--- src/rtl/swu_pkg.sv ---
// Shared constants and FSM encoding for the SWU coefficient ROM path.
package swu_pkg;

    localparam int unsigned SWU_ADDR_W    = 5;
    localparam int unsigned SWU_DATA_W    = 32;
    localparam int unsigned SWU_ROM_DEPTH = 29;

    localparam logic [1:0] IDLE  = 2'd0;
    localparam logic [1:0] FETCH = 2'd1;
    localparam logic [1:0] DRAIN = 2'd2;

    typedef enum logic [1:0] {
        ST_IDLE  = IDLE,
        ST_FETCH = FETCH,
        ST_DRAIN = DRAIN
    } swu_state_e;

endpackage

--- src/rtl/swu_skid_fifo.sv ---
// Two-entry output buffer that decouples the ROM read pipeline from consumer backpressure.
module swu_skid_fifo #(
    parameter int unsigned WIDTH = 33
) (
    input  logic             clk,
    input  logic             rst,
    input  logic             push,
    input  logic             pop,
    input  logic             flush,
    input  logic [WIDTH-1:0] wdata,
    output logic [WIDTH-1:0] rdata,
    output logic [1:0]       count
);

    logic [WIDTH-1:0] r_mem [2];
    logic             r_rd_idx;
    logic             r_wr_idx;
    logic [1:0]       r_count;
    logic             w_push;
    logic             w_pop;

    assign w_pop  = pop && (r_count != 2'd0);
    // A full buffer can still accept a word when the head leaves in the same cycle.
    assign w_push = push && ((r_count != 2'd2) || w_pop);

    always_ff @(posedge clk or posedge rst) begin
        if (rst) begin
            r_mem[0] <= '0;
            r_mem[1] <= '0;
            r_rd_idx <= 1'b0;
            r_wr_idx <= 1'b0;
            r_count  <= 2'd0;
        end else if (flush) begin
            r_rd_idx <= 1'b0;
            r_wr_idx <= 1'b0;
            r_count  <= 2'd0;
        end else begin
            if (w_push) begin
                r_mem[r_wr_idx] <= wdata;
                r_wr_idx        <= ~r_wr_idx;
            end
            if (w_pop) begin
                r_rd_idx <= ~r_rd_idx;
            end
            r_count <= r_count + {1'b0, w_push} - {1'b0, w_pop};
        end
    end

    assign rdata = r_mem[r_rd_idx];
    assign count = r_count;

endmodule

--- src/rtl/swu_rom_reader.sv ---
// Sequences one full read of the registered-output SWU ROM per start and streams the words
// over valid/ready, hiding the one-cycle ROM latency behind a two-entry buffer.
module swu_rom_reader
    import swu_pkg::*;
#(
    parameter int unsigned DEPTH  = SWU_ROM_DEPTH,
    parameter int unsigned ADDR_W = SWU_ADDR_W,
    parameter int unsigned DATA_W = SWU_DATA_W
) (
    input  logic              clk,
    input  logic              rst,
    input  logic              start,
    input  logic              abort,
    output logic              busy,
    output logic              done,
    output logic              rom_en,
    output logic [ADDR_W-1:0] rom_addr,
    input  logic [DATA_W-1:0] rom_data,
    output logic              m_valid,
    input  logic              m_ready,
    output logic [DATA_W-1:0] m_data,
    output logic              m_last
);

    // One extra pointer bit so a DEPTH of 2^ADDR_W never wraps within a run.
    localparam int unsigned    PTR_W    = ADDR_W + 1;
    localparam logic [PTR_W-1:0] LAST_PTR = PTR_W'(DEPTH - 1);

    swu_state_e        r_state;
    swu_state_e        w_state_next;
    logic [PTR_W-1:0]  r_rd_ptr;
    logic [ADDR_W-1:0] r_rom_addr;
    logic              r_inflight;
    logic              r_inflight_last;
    logic              r_done;
    logic              w_done_next;
    logic              w_accept;
    logic              w_pop;
    logic              w_issue;
    logic              w_is_last;
    logic              w_flush;
    logic [2:0]        w_occupancy;
    logic [1:0]        w_fifo_count;
    logic [DATA_W:0]   w_fifo_head;

    assign w_pop       = m_valid && m_ready;
    assign w_occupancy = {1'b0, w_fifo_count} + {2'b00, r_inflight} - {2'b00, w_pop};
    assign w_is_last   = (r_rd_ptr == LAST_PTR);
    assign w_issue     = (r_state == ST_FETCH) && (w_occupancy < 3'd2);
    assign w_flush     = abort && (r_state != ST_IDLE);

    always_comb begin
        w_state_next = r_state;
        w_accept     = 1'b0;
        w_done_next  = 1'b0;
        unique case (r_state)
            ST_IDLE: begin
                if (start && !abort) begin
                    w_state_next = ST_FETCH;
                    w_accept     = 1'b1;
                end
            end
            ST_FETCH: begin
                if (abort) begin
                    w_state_next = ST_IDLE;
                end else if (w_issue && w_is_last) begin
                    w_state_next = ST_DRAIN;
                end
            end
            ST_DRAIN: begin
                if (abort) begin
                    w_state_next = ST_IDLE;
                end else if (w_pop && w_fifo_head[DATA_W]) begin
                    w_state_next = ST_IDLE;
                    w_done_next  = 1'b1;
                end
            end
            default: begin
                w_state_next = ST_IDLE;
            end
        endcase
    end

    always_ff @(posedge clk or posedge rst) begin
        if (rst) begin
            r_state         <= ST_IDLE;
            r_rd_ptr        <= '0;
            r_rom_addr      <= '0;
            r_inflight      <= 1'b0;
            r_inflight_last <= 1'b0;
            r_done          <= 1'b0;
        end else begin
            r_state    <= w_state_next;
            r_done     <= w_done_next;
            r_inflight <= w_issue && !abort;
            if (w_issue) begin
                r_inflight_last <= w_is_last;
            end
            if (w_accept) begin
                r_rd_ptr   <= '0;
                r_rom_addr <= '0;
            end else if (w_issue) begin
                r_rd_ptr <= r_rd_ptr + 1'b1;
                // The address parks on the last word instead of running past the image.
                if (!w_is_last) begin
                    r_rom_addr <= ADDR_W'(r_rd_ptr + 1'b1);
                end
            end
        end
    end

    swu_skid_fifo #(
        .WIDTH (DATA_W + 1)
    ) u_fifo (
        .clk   (clk),
        .rst   (rst),
        .push  (r_inflight),
        .pop   (w_pop),
        .flush (w_flush),
        .wdata ({r_inflight_last, rom_data}),
        .rdata (w_fifo_head),
        .count (w_fifo_count)
    );

    assign busy     = (r_state != ST_IDLE);
    assign done     = r_done;
    assign rom_en   = w_issue;
    assign rom_addr = r_rom_addr;
    assign m_valid  = (w_fifo_count != 2'd0);
    assign m_data   = w_fifo_head[DATA_W-1:0];
    assign m_last   = w_fifo_head[DATA_W];

endmodule
--- config.mk ---
export PLATFORM = sky130hd
export DESIGN_NAME = swu_rom_reader
export DESIGN_NICKNAME = d
export VERILOG_FILES = /design/src/rtl/swu_pkg.sv /design/src/rtl/swu_skid_fifo.sv /design/src/rtl/swu_rom_reader.sv
export SDC_FILE = /design/constraint.sdc
export NUM_CORES = 1
export LEC_CHECK = 0
export CAP_MARGIN = 20
export CELL_PAD_IN_SITES_DETAIL_PLACEMENT = 2
export CELL_PAD_IN_SITES_GLOBAL_PLACEMENT = 2
export CORE_MARGIN = 2
export CORE_UTILIZATION = 45
export CTS_BUF_LIST = sky130_fd_sc_hd__clkbuf_4
export CTS_CLUSTER_SIZE = 40
export DETAILED_ROUTE_END_ITERATION = 12
export DONT_BUFFER_PORTS = 1
export PLACE_DENSITY = 0.91
export SKIP_CTS_REPAIR_TIMING = 1
export SLEW_MARGIN = 5
export SYNTH_ARGS = -nofsm -noshare
export SYNTH_HDL_FRONTEND = slang
export SYNTH_SLANG_ARGS = --single-unit
--- constraint.sdc ---
create_clock -name clk -period 3.3 [get_ports clk]
set_input_delay 0.66 -clock clk [delete_from_list [all_inputs] [get_ports clk]]
set_output_delay 0.66 -clock clk [all_outputs]
set_load 0.02 [all_outputs]
# Word-level counts from Yosys, hierarchy flattened
# Cells that the tools add are included.
[totals]
word_cells = 81
output_inout_bits = 42
regBits = 86
[op_classes]
n_addsub = 5
n_eq_ne = 8
n_reduce_logical = 21
order_cmp = 4
muxes = 27
bitwise = 5
[op_table]
columns = ["operator", "count"]
rows = [
  ["two-way mux 33 bit", 4],
  ["bitwise mux 66 bit", 1],
  ["demux 33 bit (select 1 bit)", 1],
  ["two-way mux 5 bit", 3],
  ["two-way mux 2 bit", 6],
  ["two-way mux 6 bit", 2],
  ["logical AND 1 bit", 10],
  ["nonzero test 2 bit", 5],
  ["two-way mux 1 bit", 9],
  ["adder 6 x 1 -> 6 bit (second input constant)", 1],
  ["== test 6 x 5 -> 1 bit (second input constant)", 1],
  ["!= test 2 bit (second input constant)", 3],
  ["one-hot mux 2 bit (3 select lines)", 1],
  [">= comparator 2 bit (second input constant)", 2],
  ["NOT 1 -> 2 bit", 2],
  ["AND reduction 2 bit", 2],
  ["adder 2 x 1 -> 3 bit", 1],
  ["less-than comparator 3 x 2 -> 1 bit (second input constant)", 1],
  ["!= test 3 x 2 -> 1 bit (second input constant)", 1],
  ["!= test 3 bit (second input constant)", 1],
  ["NOT 1 bit", 3],
  ["AND reduction 3 bit", 1],
  ["subtractor 3 x 1 -> 3 bit", 1],
  ["adder 2 x 1 -> 2 bit", 1],
  ["other kinds (7)", 7],
]

# Logic depth before layout (Yosys ltp)
[depth]
word_depth = 9
mapped_depth = 11
mapped_depth_nobuf = 10

# Cells and area by module
# From an unflattened synthesis, not the netlist that was laid out.
[unflattened]
cells_unflattened = 282
hier_area_um2 = 4090.2
[modules_own_cells]
columns = ["mod", "cells_per_inst", "instances", "area_per_inst_um2"]
rows = [
  ["swu_skid_fifo", 199, 1, 3191.8],
  ["swu_rom_reader", 83, 1, 898.4],
]

# Least setup slack after synthesis
# Ideal clock, no wire load.
[synth_path]
path_type = "input-to-output"
start = "in m_ready"
end = "out rom_en"
required_ns = 2.640
slack_ns = 0.181
n_path_buf = 1
cell_stages = 9
arrival_time_ns = 2.459
cell_sequence = "o21a_1 > ha_1 > inv_1 > nand2_1 > fa_1 > and3b_1 > nand2_1 > inv_1 > clkbuf_1"
[synth_between]
elab_chain_cells = 4
[synth_lines]
columns = ["element", "line_no", "rtl"]
rows = [
  ["start, declared", "swu_rom_reader.sv:20", "input logic m_ready,"],
  ["logical AND 1 bit", "swu_rom_reader.sv:46", "assign w_pop = m_valid && m_ready;"],
  ["subtractor 3 x 1 -> 3 bit", "swu_rom_reader.sv:47", "assign w_occupancy = {1'b0, w_fifo_count} + {2'b00, r_inflight} - {2'b00, w_pop};"],
  ["less-than comparator 3 x 2 -> 1 bit", "swu_rom_reader.sv:49", "assign w_issue = (r_state == ST_FETCH) && (w_occupancy < 3'd2);"],
  ["logical AND 1 bit", "swu_rom_reader.sv:49", ""],
  ["end, declared", "swu_rom_reader.sv:16", "output logic rom_en,"],
]
# Every way passes these cells.

# Final worst setup path
[layout_path]
start = "reg u_fifo.r_count[1] (netlist: u_fifo.count[1])"
end = "out rom_en"
[layout_between]
elab_chain_cells = 5
[layout_lines]
columns = ["element", "line_no", "rtl"]
rows = [
  ["start, declared", "swu_skid_fifo.sv:18", "logic [1:0] r_count;"],
  ["start signal, assigned", "swu_skid_fifo.sv:45", "r_count <= r_count + {1'b0, w_push} - {1'b0, w_pop};"],
  ["branches (longest 2 deep; another with adder 2 x 1 -> 3 bit)", "n/a", ""],
  ["subtractor 3 x 1 -> 3 bit *", "swu_rom_reader.sv:47", ""],
  ["less-than comparator 3 x 2 -> 1 bit *", "swu_rom_reader.sv:49", ""],
  ["logical AND 1 bit *", "swu_rom_reader.sv:49", ""],
]
# Mark *: on every way between the ends.

==> run_results.csv <==
group,metric,value,unit
status,status,"complete, no violations",
final_layout,fin_area,4240,um2
routing,wirelength,8.62,mm
grt,grt_start_max_net_pins,87,
die,ioPinCount,79,
worst_setup_path,r2r_start,"u_fifo.count[1]$_DFF_PP0_",
clock_network,clk_path_buf_depth,2,
flow_run,maxCapViolCount,0,
worst_setup_path,arrival,2510,ps
power_and_ir_drop,peakVddDrop,0.000286,V
routing,drc,0,
routing,ant_nets,0,
routing,dr.pass1.iters,3,
sta,fin_crit_sh,95.9,%
logic_synthesis,synth_flop_cell,"dfrtp_1",
logic_synthesis,synth_common_cells,"mux2_2, dfrtp_1, nand2_1",
logic_synthesis,ys_types,32,
power_and_ir_drop,leakage,0.00198,uW
place,placed_cell_area,4050,um2
grt,first_global_vias,2503,
place,dpl.hpwl,5.91,mm
logic_synthesis,yosysTopAreaCellShare,55.0,%
sta,setup_violations,0,
logic_synthesis,synth_seq_cells,86,
routing,wl_per_cell,21.7,um
die,core_area,8590,um2
sta,slew_violations,0,
logic_synthesis,synth_nets,325,
place,dp.cells,381,
clock_network,clk_latency,440,ps
final_layout,num-fill-cells,815,
hold_path,hold_path.class,"in2async",
sta,clock.fmax,316,MHz
routing,first_iter_violations,32,
grt,grt.total_usage,18.9,%
clock_network,cts-root-buf,"clkbuf_4",
sta,slew_headroom,55.4,%
grt,grt_pass1_wl,13.6,mm
clock_network,clkTransAtPathRegs,140,ps
final_layout,final_cells,398,
power_and_ir_drop,power.density,938,nW/um2
clock_network,clock_sinks,86,
final_layout,utilization,49.3,%
clock_network,htree_num_levels,3,
final_layout,synthToLayoutAreaGrowth,8.25,%
sta,tightestPinTransition,668,ps
die,num_rows,34,
sta,fin_skew,19.7,ps
worst_setup_path,startpoint_type,"flop",
logic_synthesis,seq_area_frac_synth,55.0,%
logic_synthesis,netlist_instances,282,
die,die_y,97.3,um
grt,antenna_found_initial,0,
worst_setup_path,critPathCaptureType,"output port",
sta,whs,158,ps
routing,vias_per_cell,5.62,
place,numPortBuffers,0,
final_layout,nNetsFinal,328,
logic_synthesis,avgSynthCellArea,13.9,um2
logic_synthesis,yosysWarningCount,0,
logic_synthesis,ys_async_sr_fraction,100,%
routing,dr_total_vias,2238,
logic_synthesis,yosys.area.top_type,"dfrtp_1",
place,place.gp.congestion,0.801,
die,die_w,97.3,um
sta,layout_min_cycle_time,3170,ps
worst_setup_path,crit_fanout,5,
worst_setup_path,reg2reg_depth,11,
logic_synthesis,synth_top_cells_by_area,"dfrtp_1, mux2_2, xnor2_1, ha_1, nand2_1",
logic_synthesis,syn_area,3920,um2
grt,overflow,0,
clock_network,cts_tree,"yes",
logic_synthesis,synth_edf_count,0,
final_layout,drive_gt1_share,43.8,%
worst_setup_path,r2r_slack,610,ps
logic_synthesis,yosysMostFrequentCell,"mux2_2",
worst_setup_path,r2r_end,"rom_addr[4]$_DFFE_PP0P_",
worst_setup_path,cp.required,2640,ps
die,dieArea,9460,um2
final_layout,antenna_cells,0,
worst_setup_path,crit_type,"reg2out",
clock_network,cts_buffers,9,
sta,hold_viol_final,0,
die,initial_core_util,45.6,%
[cell type report]
type                       count  area, um2  area share [%]
sequential                    86       2150            50.8
tap                          108        135            3.19
clock inverter                 6       86.3            2.04
timing repair buffer           6       82.6            1.95
inverter                       7       30.0           0.709
multi-input combinational    175       1680            39.5
clock buffer                  10       75.1            1.77
[stage by stage]
| step | setup slack, ps | TNS (ps) | total power, uW |
|---|---|---|---|
| 3_5_place_dp | 285 | 0 | 3310 |
| 5_1_grt | -11.5 | -11.5 | 4220 |
| 2_1_floorplan | 181 | 0 | 2960 |
| 4_1_cts | -54.7 | -54.7 | 4000 |
| 3_3_place_gp | 438 | 0 | 3170 |
| 6_report | 134 | 0 | 3970 |
[sequential cells by signal, indices dropped and copies added (netlist names)]
register,cells
u_fifo.count,2
r_inflight,1
u_fifo.r_wr_idx,1
done,1
r_state,2
rom_addr,5
r_inflight_last,1
r_rd_ptr,6
u_fifo.r_rd_idx,1
u_fifo.r_mem,66
[cell families after synthesis]
group / synth area share, %
AO/OA/AOI/OAI: 2.52
XOR/XNOR: 3.13
adder cells (fa/ha/maj): 2.11
buffers and inverters: 2.68
flip-flops: 55.0
multiplexers: 28.5
AND/OR/NAND/NOR: 6.10
[placed cells by master (no fill, tap or decap), types with 2 or more instances in the layout]
cell	instances
mux2_2	97
dfrtp_1	85
nand2_1	11
clkbuf_4	10
xnor2_1	9
nor2_1	9
a21oi_1	7
inv_1	5
ha_1	5
nand3_1	4
xor2_1	4
a311oi_1	4
buf_12	3
buf_4	3
nor3_1	2
nor3b_1	2
nand3b_1	2
nor4b_1	2
clkinv_2	2
mux2_1	2
clkinv_4	2
bufinv_16	2
[routing by layer]
metal	GRT usage [%]	vias to the layer above	wire, um
li1	-	1002	-
met1	21.9	1183	3510
met2	34.3	42	4690
met3	3.24	11	290
met4	8.01	0	125
met5	0	-	0
[where the power goes]
part           internal [uW]  switching [uW]
Sequential              1440             296
Clock                    315             366
Combinational            712             847
[critical path, cell delays in order (launching register included)]
cell and delay [ps]:
dfrtp_2 480, o21a_4 230, ha_1 270, inv_1 80, nand2_1 80, fa_1 510, and3b_1 200, nand2_2 110
inv_4 110
[how the worst max path moves through the flow]
| stage | start | end | slack, ps | cells after the start |
|---|---|---|---|---|
| 6_report | u_fifo.count[1]$_DFF_PP0_ | rom_en | 130 | 8 |
| 5_1_grt | u_fifo.count[1]$_DFF_PP0_ | rom_en | -10 | 8 |
| 4_1_cts | u_fifo.count[1]$_DFF_PP0_ | rom_en | -50 | 8 |
| 3_5_place_dp | m_ready | rom_addr[4]$_DFFE_PP0P_ | 280 | 11 |
| 3_3_place_gp | m_ready | rom_en | 440 | 8 |
| 2_1_floorplan | m_ready | rom_en | 180 | 9 |
(Power assumes the default switching activity.)
==> edit 1 (same settings) <==
The package constant `SWU_DATA_W` goes from 32 to 48.
--- a/src/rtl/swu_pkg.sv
+++ b/src/rtl/swu_pkg.sv
@@ -3,5 +3,5 @@
 
     localparam int unsigned SWU_ADDR_W    = 5;
-    localparam int unsigned SWU_DATA_W    = 32;
+    localparam int unsigned SWU_DATA_W    = 48;
     localparam int unsigned SWU_ROM_DEPTH = 29;
 
Interface: changed (resized m_data and rom_data); port bits go from 79 to 111. No check against the original RTL was run, so the function may have changed too.
==> edit 1 against the original RTL <==
  * The run now ends with setup timing left
  * Final cell count increased by 35%
  * Power increased by 41%
  * Worst setup slack got worse by 200 ps
  * Routed wire length increased by 47%
  * Sequential power increased by 36%
  * Cell area increased by 38%
  * Sequential cell count increased by 32
  * Fmax decreased by 6.0%
  * Sequential share of layout area decreased by 0.16 points
  * Critical path depth unchanged
  * Area after synthesis increased by 35%
  * Critical endpoint unchanged
  * Largest power group unchanged
==> edit 1: results (changes against the original RTL) <==
metric,value,unit,change
total CTS buffers,17,,+8
initial DRC count,87,,+170%
CP peak stage delay,450,ps,-60 ps
final setup violation count,1,,+1
Port Buf Inserts,0,,unchanged
dominant cells by area after synthesis,"dfrtp_1 (56%), mux2_2 (27%), mux2_4 (2.8%), mux2_1 (2.1%), ha_1 (1.2%)",,
ys flop type,dfrtp_1,,
clock latency on the worst-skew pair,520,ps,+80 ps
Fillers,1062,,+30%
Cell variety after synth,38,,+19%
global-route wire length before repair,19300,µm,+42%
CTS root buffer,clkbuf_4,,
most instantiated cells after synthesis,"mux2_2 (127), dfrtp_1 (118), nand2_1 (12)",,
Worst-Margin Slew,888,ps,+220 ps
maximum fanout along the worst path,4,,-1
max FFs per register,98,,+48%
ANT cells,0,,unchanged
CP max stage cell,dfrtp_1,,
RD Place Congestion,0.747,,-6.7%
most flop-heavy register,u_fifo.r_mem,,
Synth Area in XOR/XNOR,0.0182,,-0.0132
initial antenna violation count,0,,unchanged
number of iterations in the first detailed-routing pass,4,,+1
nets,440,,+34%
mux cell area share after synthesis,0.323,,+0.0383
Compound-Gate Fraction of Synth Area,0.0160,,-0.00920
fraction of registers with async set/reset,1.00,,unchanged
Clock transition at path regs,110,ps,-30 ps
DR vias/cell,5.58,,-0.72%
reg2reg start,u_fifo.count[0],,
setup ws final,-67.1,ps,-202 ps
placed instance area,5480,µm²,+35%
switching share of power,0.379,,-0.000619
r2r setup slk,450,ps,-160 ps
"Seq/Total Area, Yosys",0.557,,+0.00717
hold_ws,155,ps,-3.51 ps
final setup skew,15.6,ps,-4.06 ps
critical path arrival,2710,ps,+200 ps
Synth Net Count,424,,+30%
leakage power total,2.73,nW,+38%
share of cells above drive strength 1,0.495,,+0.0570
failing checks,setup timing,,
Total GRT Usage,0.199,,+0.0103
pin count of the biggest net entering global routing,82,,-5.7%
Yosys warning total,0,,unchanged
vias in the first global route,3506,,+40%
status,"finished, violations left",,
Routed WL per cell,23.6,µm,+9.2%
HP Class,input port to async pin,,
worst ir drop on vdd,541,µV,+89%
hpwl dp,8210,µm,+39%
Worst R2R Path Depth,11,,unchanged
H-tree depth,4,,+1
FF-to-FF End,rom_addr[2],,
Post-Synth Adder-Cell Area,0.0156,,-0.00552
## edit 1: cell types whose count changed after synthesis, moves of 4 or more
| cell | before | now |
|---|---|---|
| dfrtp_1 | 86 | 118 |
| mux2_2 | 97 | 127 |
| clkbuf_1 | 8 | 4 |
| mux2_1 | 2 | 10 |
| mux2_4 | 0 | 10 |
| buf_2 | 3 | 7 |
## edit 1: worst max-delay path by stage
stage,startpoint,to,slack [ps],depth (start not counted)
2_1_floorplan,m_ready,rom_en,250,9
3_3_place_gp,m_ready,rom_en,350,8
3_5_place_dp,m_ready,rom_addr[2],230,11
4_1_cts,u_fifo.count[1],rom_en,-370,8
5_1_grt,u_fifo.count[0],rom_en,-180,8
6_report,u_fifo.count[0],rom_en,-70,8
## edit 1: power groups by stage
stage / Clock [mW] / Sequential (mW) / Combinational, mW
finish: 1.04 / 2.36 / 2.21
floorplan: 0 / 2.21 / 1.82
global route: 1.14 / 2.43 / 2.36
global placement: 0 / 2.32 / 1.99
detailed placement: 0 / 2.39 / 2.10
CTS: 1.08 / 2.36 / 2.12
## edit 1: metrics by stage
stage | instances | setup TNS [ps] | util | setup slack [ps]
6_report | 537 | -67.1 | 0.509 | -67.1
5_1_grt | 537 | -185 | 0.509 | -185
4_1_cts | 531 | -368 | 0.501 | -368
3_5_place_dp | 499 | 0 | 0.478 | 231
3_3_place_gp | 499 | 0 | 0.478 | 347
2_1_floorplan | 365 | 0 | - | 255
## edit 1: logic make-up (layout without fill, tap and decap cells)
kind of cell,after synthesis,after routing
multiplexers,149,149
flip-flops,118,118
AND/OR/NAND/NOR,43,43
buffers and inverters,25,54
AO/OA/AOI/OAI,13,13
XOR/XNOR,11,11
adder cells (fa/ha/maj),6,6
## edit 1: layer usage
metal,track usage,up-vias,wire (µm)
met5,0,-,0
li1,-,1314,-
met4,0.0780,0,276
met3,0.0637,21,648
met2,0.350,78,6980
met1,0.225,1585,4800
## edit 1: final cells by class
cell class / count / area (µm²) / area share
repair buffers: 15 / 138 / 0.0236
inverters: 7 / 36.3 / 0.00622
multi-input cells: 222 / 2260 / 0.387
clock buffers: 17 / 128 / 0.0219
well taps: 143 / 179 / 0.0307
clock inverters: 15 / 143 / 0.0244
flip-flops and latches: 118 / 2960 / 0.507
## edit 1: worst max-delay path, delay by kind of cell (launching register included)
kind                     cells  cell delay, ps
flip-flops                   1             450
XOR/XNOR                     1             300
buffers and inverters        2             240
AND/OR/NAND/NOR              2             250
adder cells (fa/ha/maj)      2             670
AO/OA/AOI/OAI                1             270
==> edit 2 (config.mk and constraints unchanged) <==
Made on the original files. Reset style: synchronous (`rst`), changed in 2 clocked blocks.
--- a/src/rtl/swu_skid_fifo.sv
+++ b/src/rtl/swu_skid_fifo.sv
@@ -24,5 +24,5 @@
     assign w_push = push && ((r_count != 2'd2) || w_pop);
 
-    always_ff @(posedge clk or posedge rst) begin
+    always_ff @(posedge clk) begin
         if (rst) begin
             r_mem[0] <= '0;
--- a/src/rtl/swu_rom_reader.sv
+++ b/src/rtl/swu_rom_reader.sv
@@ -82,5 +82,5 @@
     end
 
-    always_ff @(posedge clk or posedge rst) begin
+    always_ff @(posedge clk) begin
         if (rst) begin
             r_state         <= ST_IDLE;
Behaviour: differs if rst is asserted again (counterexample within 4 cycles, from zero or initial values and one cycle with rst high); with rst held inactive, the same outputs for 10 cycles.
==> edit 2 against the original RTL <==
  * Worst setup slack better by 38 ps
  * Sequential cell count grew 1
  * Clock skew up 2.4 ps
  * Routed wire length down 1.2%
  * Cell area shrank 2.1%
  * Die area fell by 1.1%
  * Fmax increased by 1.2%
  * Area after synthesis down 1.2%
  * Non-clock buffer count up 1
  * First-iteration DRC count grew to 2.8 times the old value
Power is not compared: it rests on default switching activity, and its combinational part moved more than twofold at a synthesized area within 25%.
==> edit 2: results (changes against the original RTL) <==
metric,value,unit,change
HP Class,input port to flop,,
hold_ws,314,ps,+156 ps
pin count of the biggest net entering global routing,35,,-60%
Global Route met1 Usage,0.237,,+0.0174
CP peak stage delay,540,ps,+30 ps
Cell variety after synth,39,,+22%
Fillers,799,,-2.0%
RD Place Congestion,0.778,,-2.8%
status,completed,,
via count,2138,,-4.5%
dominant cells by area after synthesis,"edfxtp_1 (51%), dfxtp_1 (11%), and2_1 (11%), mux2_2 (9.6%), xnor2_1 (2.0%)",,
Total GRT Usage,0.190,,+0.000952
initial DRC count,90,,+180%
global-route wire length before repair,13700,µm,+0.92%
vias in the first global route,2381,,-4.9%
number of iterations in the first detailed-routing pass,5,,+2
Worst R2R Path Depth,9,,-2
Clock transition at path regs,140,ps,about the same
"Seq/Total Area, Yosys",0.621,,+0.0711
share of cells above drive strength 1,0.214,,-0.224
"area leader, netlist",edfxtp_1,,
Synth Net Count,327,,+0.62%
FF-to-FF End,rom_addr[0],,
Routed WL per cell,21.3,µm,-1.5%
GR Util met2,0.323,,-0.0203
hpwl dp,5690,µm,-3.6%
clock latency on the worst-skew pair,410,ps,-30 ps
fraction of registers with async set/reset,0,,-1.00
number of synthesized flops with an enable pin,66,,+66
Global Route met3 Usage,0.0506,,+0.0182
maximum fanout along the worst path,9,,+4
Slew HR,0.475,,-0.0796
critical path arrival,2470,ps,-40 ps
-- edit 2: cell count changes in the layout (fill, tap and decap cells not counted), moves of 4 or more --
| cell | before | now |
|---|---|---|
| buf_4 | 3 | 7 |
| and2_1 | 1 | 67 |
| nand2_1 | 11 | 6 |
| nor2_1 | 9 | 15 |
| mux2_2 | 97 | 33 |
| dfxtp_1 | 0 | 20 |
| dfrtp_1 | 85 | 0 |
| a21oi_1 | 7 | 3 |
| edfxtp_1 | 0 | 66 |
| a311oi_1 | 4 | 0 |
| a211oi_1 | 0 | 4 |
-- edit 2: per-stage QoR --
stage | utilization | setup WS, ps | instances | power, mW | instance area, µm²
2_1_floorplan | - | 372 | 284 | 1.62 | 3870
3_3_place_gp | 0.482 | 444 | 383 | 1.69 | 3980
3_5_place_dp | 0.482 | 355 | 383 | 1.71 | 3980
4_1_cts | 0.501 | 7.37 | 399 | 2.38 | 4140
5_1_grt | 0.502 | 28.9 | 399 | 2.46 | 4150
6_report | 0.502 | 172 | 399 | 2.36 | 4150
-- edit 2: power by group --
part	switching, mW	total, mW	internal [mW]	leakage, nW
Sequential	0.0381	1.27	1.23	0.851
Combinational	0.264	0.413	0.149	0.574
Clock	0.361	0.676	0.315	0.0856
Total	0.663	2.36	1.69	1.51
-- edit 2: logic make-up (layout without fill, tap and decap cells) --
kind of cell               count (synthesis)  count (layout)  synth area share
adders and majority gates                  6               6            0.0213
buffers and inverters                     20              30            0.0265
xor gates and xnor gates                  12              12            0.0291
DFF                                       87              87             0.621
and+or+nand+nor                          109             109             0.167
muxes                                     35              35             0.101
AOI/OAI and AO/OA                         15              15            0.0336
-- edit 2: worst max path at each step --
stage	depth (start not counted)	endpoint	start
2_1_floorplan	7	rom_en	m_ready
3_3_place_gp	8	rom_en	m_ready
3_5_place_dp	9	rom_addr[1]	m_ready
4_1_cts	8	rom_en	u_fifo.count[1]
5_1_grt	8	rom_en	u_fifo.count[1]
6_report	8	rom_en	u_fifo.count[1]
-- edit 2: layer usage --
metal | up-vias | share of wire
met5 | - | 0
met4 | 0 | 0.0092
met3 | 6 | 0.044
met2 | 41 | 0.54
met1 | 1089 | 0.41
li1 | 1002 | -
-- edit 2: layout make-up --
cell class                      count  area (µm²)  area share
Clock buffer                       10        75.1      0.0181
Clock inverter                      6        85.1      0.0205
Inverter                            7        26.3     0.00633
Multi-Input combinational cell    177        1380       0.331
Sequential cell                    87        2400       0.579
Tap cell                          105         131      0.0317
Timing Repair Buffer                7        52.6      0.0127
-- edit 2: worst register-to-register path, stage by stage, from the launching register on --
cell      delay, ps
dfxtp_2         390
o21a_2          250
ha_1            270
inv_1            80
nand2_1          70
fa_1            540
nand3b_4        150
a311oi_4        500
mux2i_1         240
nor2_1           50
